## config.mk

```make
export PLATFORM = sky130hd
export DESIGN_NAME = sdram_rd_fifo
export DESIGN_NICKNAME = d
export VERILOG_FILES = /design/src/rtl/sdram_rd_pkg.sv /design/src/rtl/sdram_rd_addr_gen.sv /design/src/rtl/sdram_rd_fifo.sv
export SDC_FILE = /design/constraint.sdc
export NUM_CORES = 1
export LEC_CHECK = 0
export ABC_AREA = 1
export CAP_MARGIN = 20
export CORE_ASPECT_RATIO = 1.2
export CORE_MARGIN = 1.5
export CORE_UTILIZATION = 53
export DETAILED_ROUTE_END_ITERATION = 10
export PLACE_DENSITY = 0.87
export SETUP_SLACK_MARGIN = 0.02
export SYNTH_ARGS = -nofsm -noshare
export SYNTH_HDL_FRONTEND = slang
export SYNTH_SLANG_ARGS = --single-unit
```

## constraint.sdc

```tcl
create_clock -name sdram_clk -period 2.8 [get_ports sdram_clk]
set_input_delay 0.56 -clock sdram_clk [delete_from_list [all_inputs] [get_ports sdram_clk]]
set_output_delay 0.56 -clock sdram_clk [all_outputs]
set_load 0.01 [all_outputs]
```

## src/rtl/sdram_rd_pkg.sv

```systemverilog
// Shared types and defaults for the SDRAM read path.
// State encoding and FIFO free-space helper.
package sdram_rd_pkg;

    localparam int ADDR_W_DEF    = 24;
    localparam int DATA_W_DEF    = 16;
    localparam int BURST_LEN_DEF = 8;
    localparam int FIFO_AW_DEF   = 9;

    typedef enum logic [1:0] {
        IDLE,
        SPACE,
        REQ,
        RECV
    } rd_state_e;

    // Free slots left in a FIFO of the given depth; never underflows.
    function automatic int unsigned free_space(
        input int unsigned depth,
        input int unsigned wcount
    );
        return (wcount >= depth) ? 0 : depth - wcount;
    endfunction

endpackage

```

## src/rtl/sdram_rd_addr_gen.sv

```systemverilog
// Burst address and remaining-word counters for the SDRAM read path.
// Decides whether each returned beat is kept or dropped.
module sdram_rd_addr_gen
    import sdram_rd_pkg::*;
#(
    parameter int ADDR_W    = ADDR_W_DEF,
    parameter int BURST_LEN = BURST_LEN_DEF
) (
    input  logic              clk,
    input  logic              rst,
    input  logic              load,
    input  logic [ADDR_W-1:0] start_addr,
    input  logic [ADDR_W-1:0] len_words,
    input  logic              beat_in,
    input  logic              burst_end,
    output logic [ADDR_W-1:0] addr,
    output logic              keep,
    output logic              rem_last
);

    logic [ADDR_W-1:0] addr_q, addr_d;
    logic [ADDR_W-1:0] rem_q, rem_d;

    // A beat is stored only while words remain; otherwise it is truncated.
    assign keep     = (rem_q != '0);
    assign rem_last = (rem_q <= ADDR_W'(1));
    assign addr     = addr_q;

    // Next address/remaining: load on start, count down per kept beat.
    always_comb begin
        addr_d = addr_q;
        rem_d  = rem_q;
        if (load) begin
            addr_d = start_addr;
            rem_d  = len_words;
        end else begin
            if (beat_in && keep) begin
                rem_d = rem_q - ADDR_W'(1);
            end
            if (burst_end) begin
                addr_d = addr_q + ADDR_W'(BURST_LEN);
            end
        end
    end

    // Counter registers.
    always_ff @(posedge clk) begin
        if (rst) begin
            addr_q <= '0;
            rem_q  <= '0;
        end else begin
            addr_q <= addr_d;
            rem_q  <= rem_d;
        end
    end

endmodule

```

## src/rtl/sdram_rd_fifo.sv

```systemverilog
// SDRAM burst reader feeding the SDRAM-to-USB async FIFO.
// Requests a burst only when the FIFO can hold all of it.
module sdram_rd_fifo
    import sdram_rd_pkg::*;
#(
    parameter int ADDR_W    = ADDR_W_DEF,
    parameter int DATA_W    = DATA_W_DEF,
    parameter int BURST_LEN = BURST_LEN_DEF,
    parameter int FIFO_AW   = FIFO_AW_DEF
) (
    input  logic              sdram_clk,
    input  logic              rst,
    input  logic              sdram_init_done,
    input  logic              start,
    input  logic [ADDR_W-1:0] start_addr,
    input  logic [ADDR_W-1:0] len_words,
    input  logic              abort,
    output logic              busy,
    output logic              done,
    output logic              err_ovf,
    output logic [ADDR_W-1:0] rd_addr,
    output logic              rd_valid,
    input  logic              rd_ready,
    input  logic [DATA_W-1:0] rd_data,
    input  logic              rd_data_valid,
    output logic              fifo_wen,
    output logic [DATA_W-1:0] fifo_wdata,
    input  logic              fifo_wfull,
    input  logic [FIFO_AW:0]  fifo_wcount
);

    localparam int BW = (BURST_LEN > 1) ? $clog2(BURST_LEN) : 1;
    localparam logic [BW-1:0] LAST_BEAT = BW'(BURST_LEN - 1);
    localparam int unsigned DEPTH = 1 << FIFO_AW;
    // One extra slot covers the registered write still in flight.
    localparam int unsigned NEED  = BURST_LEN + 1;

    rd_state_e         state_q, state_d;
    logic              abort_pend_q, abort_pend_d;
    logic [BW-1:0]     beat_q, beat_d;
    logic              wen_q, wen_d;
    logic [DATA_W-1:0] wdata_q, wdata_d;
    logic              done_pre_q, done_pre_d;
    logic              done_q, done_d;
    logic              err_q, err_d;

    logic load, beat_in, burst_end, keep, rem_last, has_room;

    assign has_room = free_space(DEPTH, 32'(fifo_wcount)) >= NEED;

    sdram_rd_addr_gen #(
        .ADDR_W    (ADDR_W),
        .BURST_LEN (BURST_LEN)
    ) u_addr_gen (
        .clk        (sdram_clk),
        .rst        (rst),
        .load       (load),
        .start_addr (start_addr),
        .len_words  (len_words),
        .beat_in    (beat_in),
        .burst_end  (burst_end),
        .addr       (rd_addr),
        .keep       (keep),
        .rem_last   (rem_last)
    );

    assign busy       = (state_q != IDLE);
    assign rd_valid   = (state_q == REQ);
    assign fifo_wen   = wen_q;
    assign fifo_wdata = wdata_q;
    assign done       = done_q;
    assign err_ovf    = err_q;

    // Next-state, handshake and FIFO write decisions.
    always_comb begin
        state_d      = state_q;
        abort_pend_d = abort_pend_q;
        beat_d       = beat_q;
        wen_d        = 1'b0;
        wdata_d      = wdata_q;
        done_pre_d   = 1'b0;
        done_d       = done_pre_q;
        err_d        = err_q;
        load         = 1'b0;
        beat_in      = 1'b0;
        burst_end    = 1'b0;
        unique case (state_q)
            IDLE: begin
                if (start && sdram_init_done) begin
                    load         = 1'b1;
                    err_d        = 1'b0;
                    abort_pend_d = 1'b0;
                    if (len_words == '0) begin
                        done_d = 1'b1;
                    end else begin
                        state_d = SPACE;
                    end
                end
            end
            SPACE: begin
                if (abort || abort_pend_q) begin
                    state_d      = IDLE;
                    abort_pend_d = 1'b0;
                end else if (has_room) begin
                    state_d = REQ;
                end
            end
            REQ: begin
                if (rd_ready) begin
                    state_d = RECV;
                    beat_d  = '0;
                    if (abort) begin
                        abort_pend_d = 1'b1;
                    end
                end else if (abort) begin
                    state_d      = IDLE;
                    abort_pend_d = 1'b0;
                end
            end
            RECV: begin
                if (abort) begin
                    abort_pend_d = 1'b1;
                end
                if (rd_data_valid) begin
                    beat_in = 1'b1;
                    beat_d  = beat_q + BW'(1);
                    if (keep) begin
                        if (fifo_wfull) begin
                            err_d = 1'b1;
                        end else begin
                            wen_d   = 1'b1;
                            wdata_d = rd_data;
                        end
                    end
                    if (beat_q == LAST_BEAT) begin
                        burst_end = 1'b1;
                        if (rem_last || abort || abort_pend_q) begin
                            state_d      = IDLE;
                            abort_pend_d = 1'b0;
                            done_pre_d   = rem_last && !abort
                                           && !abort_pend_q;
                        end else begin
                            state_d = SPACE;
                        end
                    end
                end
            end
            default: state_d = IDLE;
        endcase
    end

    // State, write register and status flags.
    always_ff @(posedge sdram_clk) begin
        if (rst) begin
            state_q      <= IDLE;
            abort_pend_q <= 1'b0;
            beat_q       <= '0;
            wen_q        <= 1'b0;
            wdata_q      <= '0;
            done_pre_q   <= 1'b0;
            done_q       <= 1'b0;
            err_q        <= 1'b0;
        end else begin
            state_q      <= state_d;
            abort_pend_q <= abort_pend_d;
            beat_q       <= beat_d;
            wen_q        <= wen_d;
            wdata_q      <= wdata_d;
            done_pre_q   <= done_pre_d;
            done_q       <= done_d;
            err_q        <= err_d;
        end
    end

endmodule
```

### Word level (Yosys, flattened, before mapping)

Index checks and enable logic that the tools add are counted.

* $add $sub $neg: 4
* multipliers: 0
* div/mod/pow operators: 0
* magnitude comparators: 3
* equality and inequality tests: 14
* shift operators: 0
* mux-type cells: 42
* bitwise gates (word level): 6
* reductions and logical operators: 24

Operators by type and width (number)
* 24-bit 2-to-1 mux: 4
* 32-bit by 4-bit greater-or-equal comparator with 1-bit output, second input constant: 1
* 32-bit 2-to-1 mux: 1
* 24-bit by 4-bit adder with 24-bit output, second input constant: 1
* 24-bit by 1-bit less-or-equal comparator with 1-bit output, second input constant: 1
* 24-bit logical NOT: 1
* 24-bit nonzero test: 1
* 24-bit by 1-bit subtractor with 24-bit output, second input constant: 1
* 1-bit 2-to-1 mux: 23
* 2-bit 2-to-1 mux: 8
* 2-bit inequality test, second input constant: 6
* 10-bit by 10-bit subtractor with 11-bit output, first input constant: 1
* 10-bit greater-or-equal comparator, second input constant: 1
* 2-bit nonzero test: 5
* 2-bit case mux with 4 select lines: 1
* 3-bit 2-to-1 mux: 2
* 1-bit NOT: 6
* 3-bit case mux with 2 select lines: 1
* 3-bit AND reduction: 2
* 6-bit AND reduction: 1
* 5-bit AND reduction: 1
* 5-bit OR reduction: 1
* 2-bit == test, second input constant: 2
* 1-bit logical AND: 4
* other kinds (13): 17

* bits in registers: 74
* bits in latches: 0
* bits in writable memories: 0
* memory bits (read-only): 0
* input bits: 82
* logic and storage cells: 103
* memories kept: 0

### Depth between registers and ports, before layout

* word-level depth: 7
* mapped depth: 13
* gate-level depth less buffers: 13

### Hierarchy

From an unflattened synthesis, not the netlist that was laid out.

* cells, all modules: 709
* area, all modules: 4511.8 µm²

By module, submodules not included
* sdram_rd_addr_gen: instances 1, cells an instance 509, area an instance 3178.0 µm², seq. area each 960.9 µm²
* sdram_rd_fifo: instances 1, cells an instance 200, area an instance 1333.8 µm², seq. area each 520.5 µm²

### Worst setup path after synthesis

Ideal clock, no wire load.

* path kind: flip-flop to flip-flop
* start point: reg u_addr_gen.addr_q[3], in the netlist u_addr_gen.addr[3]
* end point: reg u_addr_gen.addr_q[17], in the netlist u_addr_gen.addr[17]
* library setup time: 132 ps
* data arrival time: 1609 ps
* data required time: 2668 ps
* path slack: 1059 ps
* stages on the path, launching flop included: 11
* buffers on the path: 0
* period minus slack after synthesis: 1741 ps
* path through: dfxtp_1 > ha_1 > nand2_1 > nor2_1 > nand2_1 > nor2_1 > nand3_1 > nand2_1 > nand2_1 > o21bai_1 > a21oi_1

* longest elaborated chain between the ends: 3

RTL lines
* start, declared: line sdram_rd_addr_gen.sv:21 `logic [ADDR_W-1:0] addr_q, addr_d;`
* start signal, assigned: line sdram_rd_addr_gen.sv:52 `addr_q <= addr_d;`
* 24-bit by 4-bit adder with 24-bit output: line sdram_rd_addr_gen.sv:41 `addr_d = addr_q + ADDR_W'(BURST_LEN);`
* 24-bit 2-to-1 mux: line sdram_rd_addr_gen.sv:40 `if (burst_end) begin`
* 24-bit 2-to-1 mux: line sdram_rd_addr_gen.sv:33 `if (load) begin`

Every way passes these cells. The select of a mux whose other input is x is not followed.
A chain may end at the register's enable or synchronous reset.

### Final worst setup path

* start point: reg state_q[1]
* end point: out rd_valid

* longest elaborated chain between the ends: 1

RTL lines
* start, declared: line sdram_rd_fifo.sv:38 `rd_state_e state_q, state_d;`
* start signal, assigned: line sdram_rd_fifo.sv:164 `state_q <= state_d;`
* 2-bit == test: line sdram_rd_fifo.sv:68 `assign rd_valid = (state_q == REQ);`
* end, declared: line sdram_rd_fifo.sv:22 `output logic rd_valid,`

Every way passes these cells.

==> summary.txt <==
Placement
  – IO Port Bufs: ~130
  – DPL Wire Length: between 9000 and 10,000 um
  – Placer congestion estimate: approximately 0.95
  – Inst Count DP: 961

Cells and area
  – Synth-to-Final Area Change: 33.3%
  – Final std cells w/o fill: between 900 and 1,000
  – # fillers: 770
  – Final net count: 943
  – Total inserted antenna cells: 0
  – Share of layout cells above drive strength 1: 0.0616

Yosys
  – Synth area leaders: dfxtp_1 32%, nand2_1 15%, nor2_1 11%, inv_1 6.0%, o21ai_0 5.8%
  – Sequential area share after synthesis: 0.320
  – Primary FF master, synth: dfxtp_1
  – Adder-cell area share of the yosys netlist: 0.0162
  – Main combinational cell family by area after synthesis: simple AND/OR/NAND/NOR gates
  – XOR/XNOR Fraction of Synth Area: 0.0303
  – Post-synthesis compound-gate area fraction: 0.149
  – Avg Inst Size Synth: 6.31 um2
  – Asr flop ratio synth: 0
  – Syn_nets: between 800 and 900
  – Mux contribution to synthesized area: 0
  – Syn Inst Count: ~730
  – Yosys top cell area share: 0.320
  – Synth top cells by count: 181 x nand2_1, 141 x nor2_1, 74 x dfxtp_1, 74 x inv_1, 54 x o21ai_0
  – Top-count cell post-synth: nand2_1
  – EDFF count, synth: 0
  – Post-Synth Simple-Gate Area: 0.391
  – Synth area leader: dfxtp_1
  – Mapped Area: 4630 um2
  – Post-synthesis register bit count: 74
  – Yosys warning count: 0
  – Yosys cell types: 43

Die
  – IO Count: 127
  – Die height: ~110 um
  – Rows: 37
  – Die ar.: between 9000 and 10,000 um2
  – Initial Util: 0.544
  – Die Width: 88.3 um
  – Core Box Area: about 8500 um2

STA
  – Hold Fails Final Rpt: 0
  – Slew Limit Fails: 0
  – Final setup violating endpoints: 0
  – Worst-Margin Slew: 0.604 ns
  – Fmax: approximately 440 MHz
  – RSZ-0062 raised after global routing: false
  – Fin crit period: around 2.3 ns
  – Layout Skew: between 0.008 and 0.009 ns
  – Period utilisation layout: 0.808
  – TNS Setup: 0 ns
  – Slew headroom: 0.596

Clocking
  – Clock-pin slew on the worst setup and hold paths: 0.08 ns
  – CTS Hold Buffers Added: 0
  – Setup Buffers After CTS: 0
  – Root buffer cell: clkbuf_8
  – Clock Latency Late Sink: 0.37 ns
  – CTS buffer count: 9
  – Clock Tree Buf Depth: 2
  – Resized Gates After CTS: 0
  – CTS tree: done
  – Num Clock Sinks: between 70 and 80
  – H-Tree Depth: 3

GRT
  – First-pass GRT wire length: between 20,000 and 25,000 um
  – Number of global-route vias before repair: 5,023
  – Largest net degree at the start of global routing: 34
  – Total grt overflow: 0
  – Initial antenna violation count: 0
  – Gr usage total: 0.300

Detailed routing
  – Via density: 5.34
  – Met3 wire length: 698 um
  – Routed WL: around 13,000 um
  – DRT iter0 DRCs: 270
  – Remaining routing DRC violations: 0
  – Antenna viol nets, final: 0
  – WL/cell: around 14 um
  – M1 wire length: 5420 um
  – Detailed Routing Iterations Pass 1: 5
  – Top Layer Used: met4
  – Met2 WL: between 6000 and 7000 um
  – Via count: 5,214

Job
  – Max Cap Violations: 0

Setup path
  – Critical path capture point type: primary output
  – Worst-path maximum fanout: 5
  – CP peak stage delay: 0.57 ns
  – Slowest cell on crit path: clkdlybuf4s50_1
  – Worst r2r src: u_addr_gen.addr[4]$_SDFFE_PP0P_
  – Critical Setup Path Class: flip-flop to primary output
  – Critical Path AT: around 1.7 ns
  – Worst path required time: 2.24 ns
  – Crit-path cells: inv_1 -> nor2_1 -> clkdlybuf4s50_1
  – Worst Setup Start Kind: flip-flop
  – Crit. Startpoint: state_q[1]$_SDFFE_PP0P_

Hold path
  – Worst hold path class: flip-flop to flip-flop
  – Hold Startpoint: done_pre_q$_SDFF_PP0_

Pwr
  – Peak supply drop: slightly below 0.4 mV
  – PwrDens: around 680 nW/um2
  – Lkg Pwr: roughly 2.7 nW

Run status
  – Outcome: complete, no violations
## placed cells by master (no fill, tap or decap), drive strengths merged
cell type	n
clkinvlp	2
a21oi	38
o22ai	1
nor2	150
o211a	2
xor2	12
or2	5
a32oi	1
buf	7
o21a	1
nor4	2
clkinv	5
a31oi	8
o211ai	4
xnor2	4
clkdlybuf4s50	126
ha	6
nand4	5
nor3	6
dfxtp	74
o21bai	3
a211oi	4
a22oi	5
nand3	48
and3	1
o21ai	57
bufinv	1
clkbuf	10
nand3b	4
nand2	190
inv	78
## stage by stage
step	hold WS, ns	power, W	instance area [um2]	utilization	setup slack (ns)
2_1_floorplan	0.413	0.00272	4630	-	1.06
4_1_cts	0.442	0.00417	6170	0.725	0.531
3_5_place_dp	0.423	0.00332	5980	0.702	0.506
6_report	0.439	0.00417	6170	0.725	0.537
3_3_place_gp	0.426	0.00326	5980	0.702	0.539
5_1_grt	0.467	0.00448	6170	0.725	0.471
## cell type report
class                   count  area, um2  share of cell area
clock buffers              10        128              0.0207
multi-input cells         557       2720               0.441
flip-flops and latches     74       1480               0.240
inverters                  80        304              0.0492
well taps                 117        146              0.0237
clock inverters             6       67.6              0.0109
repair buffers            133       1330               0.215
## worst max-delay path: cells and delay by family, from the launching register on
family | cells | cell delay (ns)
DFF | 1 | 0.49
buffers and inverters | 2 | 0.69
and+or+nand+nor | 1 | 0.16
## routing by layer
metal  global-route usage  up-vias
met5                    0        -
met4                0.154        0
met3               0.0587       31
met2                0.513      176
met1                0.346     2409
li1                     -     2598
## sequential cells by signal (all words and copies together) (netlist names)
register and flops:
abort_pend_q 1, beat_q 3, done 1, done_pre_q 1
err_ovf 1, fifo_wdata 16, fifo_wen 1, state_q 2
u_addr_gen.addr 24, u_addr_gen.rem_q 24
## cell families after synthesis
group	count (synthesis)
simple gates	411
compound gates	124
buf+inv	103
flops	74
xor+xnor	16
fa+ha+maj	6
## final timing paths
kind              slack (ns)                          endpoint  cells after the start
setup / recovery        0.54                          rd_valid                      3
hold / removal          0.44                   done$_SDFF_PP0_                      2
setup reg to reg        0.75  u_addr_gen.addr[17]$_SDFFE_PP0P_                     10
hold reg to reg         0.44                   done$_SDFF_PP0_                      2
## power by group
group	switching [W]	total (W)	internal (W)
combinational	0.00115	0.00195	0.000792
clock	0.000433	0.000846	0.000413
sequential	0.000179	0.00138	0.00120
Note: power is estimated with default switching activity, not from simulation.
